[src/rtl/risc_controller.sv]
// VeriRISC sequencing controller: 8-phase instruction sequencer with sticky halt,
// decoding phase/opcode/zero into datapath load and enable strobes.
module risc_controller #(
    parameter int unsigned OPW = 3,
    parameter int unsigned PHW = 3
) (
    input  logic           clk,
    input  logic           reset,
    input  logic           enable,
    input  logic [OPW-1:0] opcode,
    input  logic           zero,
    output logic [PHW-1:0] phase,
    output logic           sel,
    output logic           rd,
    output logic           ld_ir,
    output logic           inc_pc,
    output logic           halt,
    output logic           ld_pc,
    output logic           data_e,
    output logic           ld_ac,
    output logic           wr
);

    localparam logic [OPW-1:0] OP_HLT = OPW'(0);
    localparam logic [OPW-1:0] OP_SKZ = OPW'(1);
    localparam logic [OPW-1:0] OP_ADD = OPW'(2);
    localparam logic [OPW-1:0] OP_AND = OPW'(3);
    localparam logic [OPW-1:0] OP_XOR = OPW'(4);
    localparam logic [OPW-1:0] OP_LDA = OPW'(5);
    localparam logic [OPW-1:0] OP_STO = OPW'(6);
    localparam logic [OPW-1:0] OP_JMP = OPW'(7);

    typedef enum logic [PHW-1:0] {
        INST_ADDR,
        INST_FETCH,
        INST_LOAD,
        IDLE,
        OP_ADDR,
        OP_FETCH,
        ALU_OP,
        STORE
    } phase_t;

    phase_t r_phase;
    phase_t w_phase_nxt;
    logic   r_halted;
    logic   w_halted_nxt;
    logic   w_aluop;
    logic   w_is_hlt;
    logic   w_is_skz;
    logic   w_is_sto;
    logic   w_is_jmp;

    assign w_aluop  = (opcode == OP_ADD) || (opcode == OP_AND) ||
                      (opcode == OP_XOR) || (opcode == OP_LDA);
    assign w_is_hlt = (opcode == OP_HLT);
    assign w_is_skz = (opcode == OP_SKZ);
    assign w_is_sto = (opcode == OP_STO);
    assign w_is_jmp = (opcode == OP_JMP);
    assign phase    = r_phase;

    // State register: phase counter and sticky halted flag
    always_ff @(posedge clk or negedge reset) begin
        if (!reset) begin
            r_phase  <= INST_ADDR;
            r_halted <= 1'b0;
        end else begin
            r_phase  <= w_phase_nxt;
            r_halted <= w_halted_nxt;
        end
    end

    // Next-state and strobe decode
    always_comb begin
        w_phase_nxt  = r_phase;
        w_halted_nxt = r_halted;
        sel          = 1'b0;
        rd           = 1'b0;
        ld_ir        = 1'b0;
        inc_pc       = 1'b0;
        halt         = 1'b0;
        ld_pc        = 1'b0;
        data_e       = 1'b0;
        ld_ac        = 1'b0;
        wr           = 1'b0;

        if (!r_halted && enable) begin
            // A HLT freezes the sequencer in OP_ADDR instead of advancing
            if (r_phase == OP_ADDR && w_is_hlt) begin
                w_halted_nxt = 1'b1;
            end else begin
                w_phase_nxt = phase_t'(r_phase + PHW'(1));
            end
        end

        if (r_halted) begin
            halt = 1'b1;
        end else begin
            case (r_phase)
                INST_ADDR: begin
                    sel = 1'b1;
                end
                INST_FETCH: begin
                    sel = 1'b1;
                    rd  = 1'b1;
                end
                INST_LOAD, IDLE: begin
                    sel   = 1'b1;
                    rd    = 1'b1;
                    ld_ir = 1'b1;
                end
                OP_ADDR: begin
                    inc_pc = 1'b1;
                    halt   = w_is_hlt;
                end
                OP_FETCH: begin
                    rd = w_aluop;
                end
                ALU_OP: begin
                    rd     = w_aluop;
                    inc_pc = w_is_skz && zero;
                    ld_pc  = w_is_jmp;
                    data_e = w_is_sto;
                end
                STORE: begin
                    rd     = w_aluop;
                    ld_ac  = w_aluop;
                    ld_pc  = w_is_jmp;
                    wr     = w_is_sto;
                    data_e = w_is_sto;
                end
                default: begin
                    sel = 1'b0;
                end
            endcase
        end
    end

endmodule

[config.mk]
export PLATFORM = sky130hd
export DESIGN_NAME = risc_controller
export DESIGN_NICKNAME = d
export VERILOG_FILES = /design/src/rtl/risc_controller.sv
export SDC_FILE = /design/constraint.sdc
export NUM_CORES = 1
export LEC_CHECK = 0
export CORE_AREA = 2 2 39 41
export CTS_BUF_LIST = sky130_fd_sc_hd__clkbuf_16
export CTS_CLUSTER_DIAMETER = 120
export DETAILED_ROUTE_END_ITERATION = 6
export DIE_AREA = 0 0 41 43
export HOLD_SLACK_MARGIN = 0.1
export PLACE_DENSITY = 0.67
export SLEW_MARGIN = 20
export SYNTH_ARGS = -nofsm -noshare
export SYNTH_HDL_FRONTEND = slang
export SYNTH_SLANG_ARGS = --single-unit
[constraint.sdc]
create_clock -name clk -period 1.98 [get_ports clk]
set_clock_uncertainty 0.1 [all_clocks]
set_input_delay 0.594 -clock clk [delete_from_list [all_inputs] [get_ports clk]]
set_output_delay 0.594 -clock clk [all_outputs]
set_load 0.05 [all_outputs]
==> impl_results.md <==
* Run status: finished with violations
* Violated checks: negative setup slack
* Vias in the first global route at 602
* Crit-path max cell delay at 0.52 ns
* IO buf count at 18
* Clk slew on worst S/H paths at 0.03 ns
* Buf/Inv on CP at 1
* Slew headroom at 77.1%
* GRT Util Overall at 22.5%
* GR met3 Demand/Resource at 6.81%
* CTS tree: yes
* Area growth syn-to-layout at 209%
* Clock Tree Buf Depth at 2
* Root buf cell: clkbuf_16
* H-tree depth at 1
* Clock Latency Late Sink at 0.23 ns
* Final non-filler cell area at 0.00124 mm2
* Critical path fanouts, max at 4
* CTS Hold Bufs at 0
* Fill cells at 55
* DRC Markers at 0
* Die height at 43 um
* Dpl hpwl at 1070 um
* Fin. Hold Viols at 0
* Gp weighted congestion at 0.716
* Worst setup margin at -0.423 ns
* Core region area at 0.00138 mm2
* Met1 Use GR at 22.4%
* Final Non-Filler Cells at 101
* Most common cell after layout, fill and taps aside: buf_4
* Worst vdd ir at 0.00135 V
* CTS sink cnt at 4
* F_max at 416 MHz
* Final hold slack at 0.464 ns
* Vias per inst at 5.08
* Layout cells sized above 1 at 84.7%
* Most frequent cells in the layout: 15 x buf_4, 10 x buf_12, 8 x buf_6
* Drt first-iter violations at 6
* Die area at 0.00176 mm2
* Met2 global-route usage at 37.8%
* Synth async-reset ratio at 100%
* Initial Util at 28.9%
* Grt peak-use layer: met2
* IO Pins at 19
* Yosys warnings at 0
* Post-route minimum period at 2.40 ns
* Critical Path End Type: output pin
* Grt ovf at 0
* Via count at 513
* Final net count at 100
* First-pass GRT wire length at 2610 um
* Setup repair after global routing missed its margin: yes
* Top FF cell, synth: dfrtp_1
* Worst endpoint data arrival time at 1.71 ns
* Cts bufs inserted at 3
* Chip width at 41 um
* Largest net degree at the start of global routing at 7
* Worst Hold Class: in -> async
* Actual slew at the worst max-slew pin at 0.340 ns
* Total wire length at 1770 um
* Synth cell types at 21
* Synth Instances at 44
* Fin crit share at 121%
* Antenna viol nets, final at 0
* Family with the most delay on the worst path: flip-flops
* DRT Pass-1 Iters at 2
* #FFs+latches synth at 4
* Num rows at 14
* Post-Synthesis Cell Area at 400 um2
* Placed Area at 0.00103 mm2
* Drt wl/cell at 17.5 um
* Post-Place Cells at 94
* Worst-path cell with the longest stage delay: dfrtp_4
* Initial antenna violation count at 0
* PwrDens at 1940 mW/mm2
* Register area share after synthesis at 25.0%
* CP Launch Type: flip-flop
* Slew Viols, Final at 0
* Inserted Diodes at 0
* Static leakage at 0.498 nW
* WP data required at 1.29 ns
* Final setup fails at 9
* Max Cap Violations at 0
* Kind of critical path: reg -> out
* Syn avg cell area at 9.10 um2
* Number of synthesized flops with an enable pin at 0
* Syn Nets at 58
* Cell Chain, Critical Path: ha_4 > or2_4 > a21oi_4 > o32ai_4 > buf_12
==> registers in the layout, indices dropped and copies added (netlist names) <==
signal    count
r_halted      1
phase         3
==> kinds of logic (layout without fill, tap and decap cells) <==
family	after synthesis	in the layout	synth area share, %
flops	4	4	25.0
xor+xnor	2	2	4.38
simple gates	16	16	23.1
compound gates	10	10	18.8
buf+inv	4	45	4.06
fa+ha+maj	7	7	21.9
mux	1	1	2.81
==> area by class of cell <==
type                            instances  area [um2]  area share (%)
Multi-Input combinational cell         36         558            45.1
Clock inverter                          1        3.75           0.304
Inverter                                3        18.8            1.52
Timing Repair Buffer                   38         449            36.3
Clock buffer                            3        75.1            6.07
Sequential cell                         4         111            9.01
Tap cell                               16        20.0            1.62
==> worst paths after layout <==
| kind | startpoint | end | slack, ns | depth (start not counted) |
|---|---|---|---|---|
| max reg2reg | phase[0]$_DFFE_PN0P_ | phase[1]$_DFFE_PN0P_ | 0.14 | 6 |
| min in group clk | r_halted$_DFFE_PN0P_ | r_halted$_DFFE_PN0P_ | 0.52 | 1 |
| max | phase[0]$_DFFE_PN0P_ | rd | -0.42 | 5 |
| min reg2reg | r_halted$_DFFE_PN0P_ | r_halted$_DFFE_PN0P_ | 0.52 | 1 |
| max in group asynchronous | reset | phase[2]$_DFFE_PN0P_ | 1.13 | 1 |
| min | reset | phase[0]$_DFFE_PN0P_ | 0.46 | 1 |
==> metrics by stage <==
| stage | total power, mW | worst slack (ns) | util (%) | setup TNS, ns |
|---|---|---|---|---|
| detailed placement | 1.84 | -0.639 | 74.7 | -4.65 |
| global route | 2.50 | -0.453 | 89.3 | -2.93 |
| finish | 2.40 | -0.423 | 89.3 | -2.59 |
| global placement | 1.81 | -0.622 | 74.7 | -4.42 |
| floorplan | 1.21 | -0.260 | - | -1.17 |
| CTS | 2.31 | -0.365 | 88.0 | -2.34 |
==> worst reg2reg max path: cells and delay by family, from the launching register on <==
kind,cells,cell delay [ns]
adders and majority gates,1,0.15
AOI/OAI and AO/OA,1,0.28
and+or+nand+nor,1,0.06
buffers and inverters,2,0.24
muxes,1,0.36
DFF,1,0.52
==> layer usage <==
metal	wire, um	vias up	share of wire, %
met5	0	-	0
met4	59	0	3.3
met3	95	5	5.4
met2	1030	25	58
met1	588	245	33
li1	-	238	-
==> synth_stat cells (2+ instances only) <==
master | n | area, um2
a21oi_1 | 5 | 25.0
dfrtp_1 | 4 | 100
ha_1 | 7 | 87.6
inv_1 | 3 | 11.3
nand2_1 | 3 | 11.3
nor2_1 | 2 | 7.51
nor3_1 | 2 | 10.0
nor3b_1 | 3 | 22.5
or2_2 | 2 | 12.5
xnor2_1 | 2 | 17.5
==> power breakdown <==
| part | total (mW) | switching [mW] | leakage (nW) | internal (mW) |
|---|---|---|---|---|
| logic | 1.82 | 0.946 | 0.412 | 0.879 |
| clock network | 0.324 | 0.0626 | 0.0423 | 0.261 |
| registers | 0.252 | 0.106 | 0.0436 | 0.146 |
| total | 2.40 | 1.12 | 0.498 | 1.29 |
==> repair_timing <==
| item | in CTS | in global routing |
|---|---|---|
| endpoints found under the setup margin | 10 | 9 |
| resized for setup | 31 | 2 |
| pin swaps | 5 | 4 |
| gates cloned | 0 | 0 |
| buffers inserted | 2 | 1 |
(Power assumes the default switching activity.)
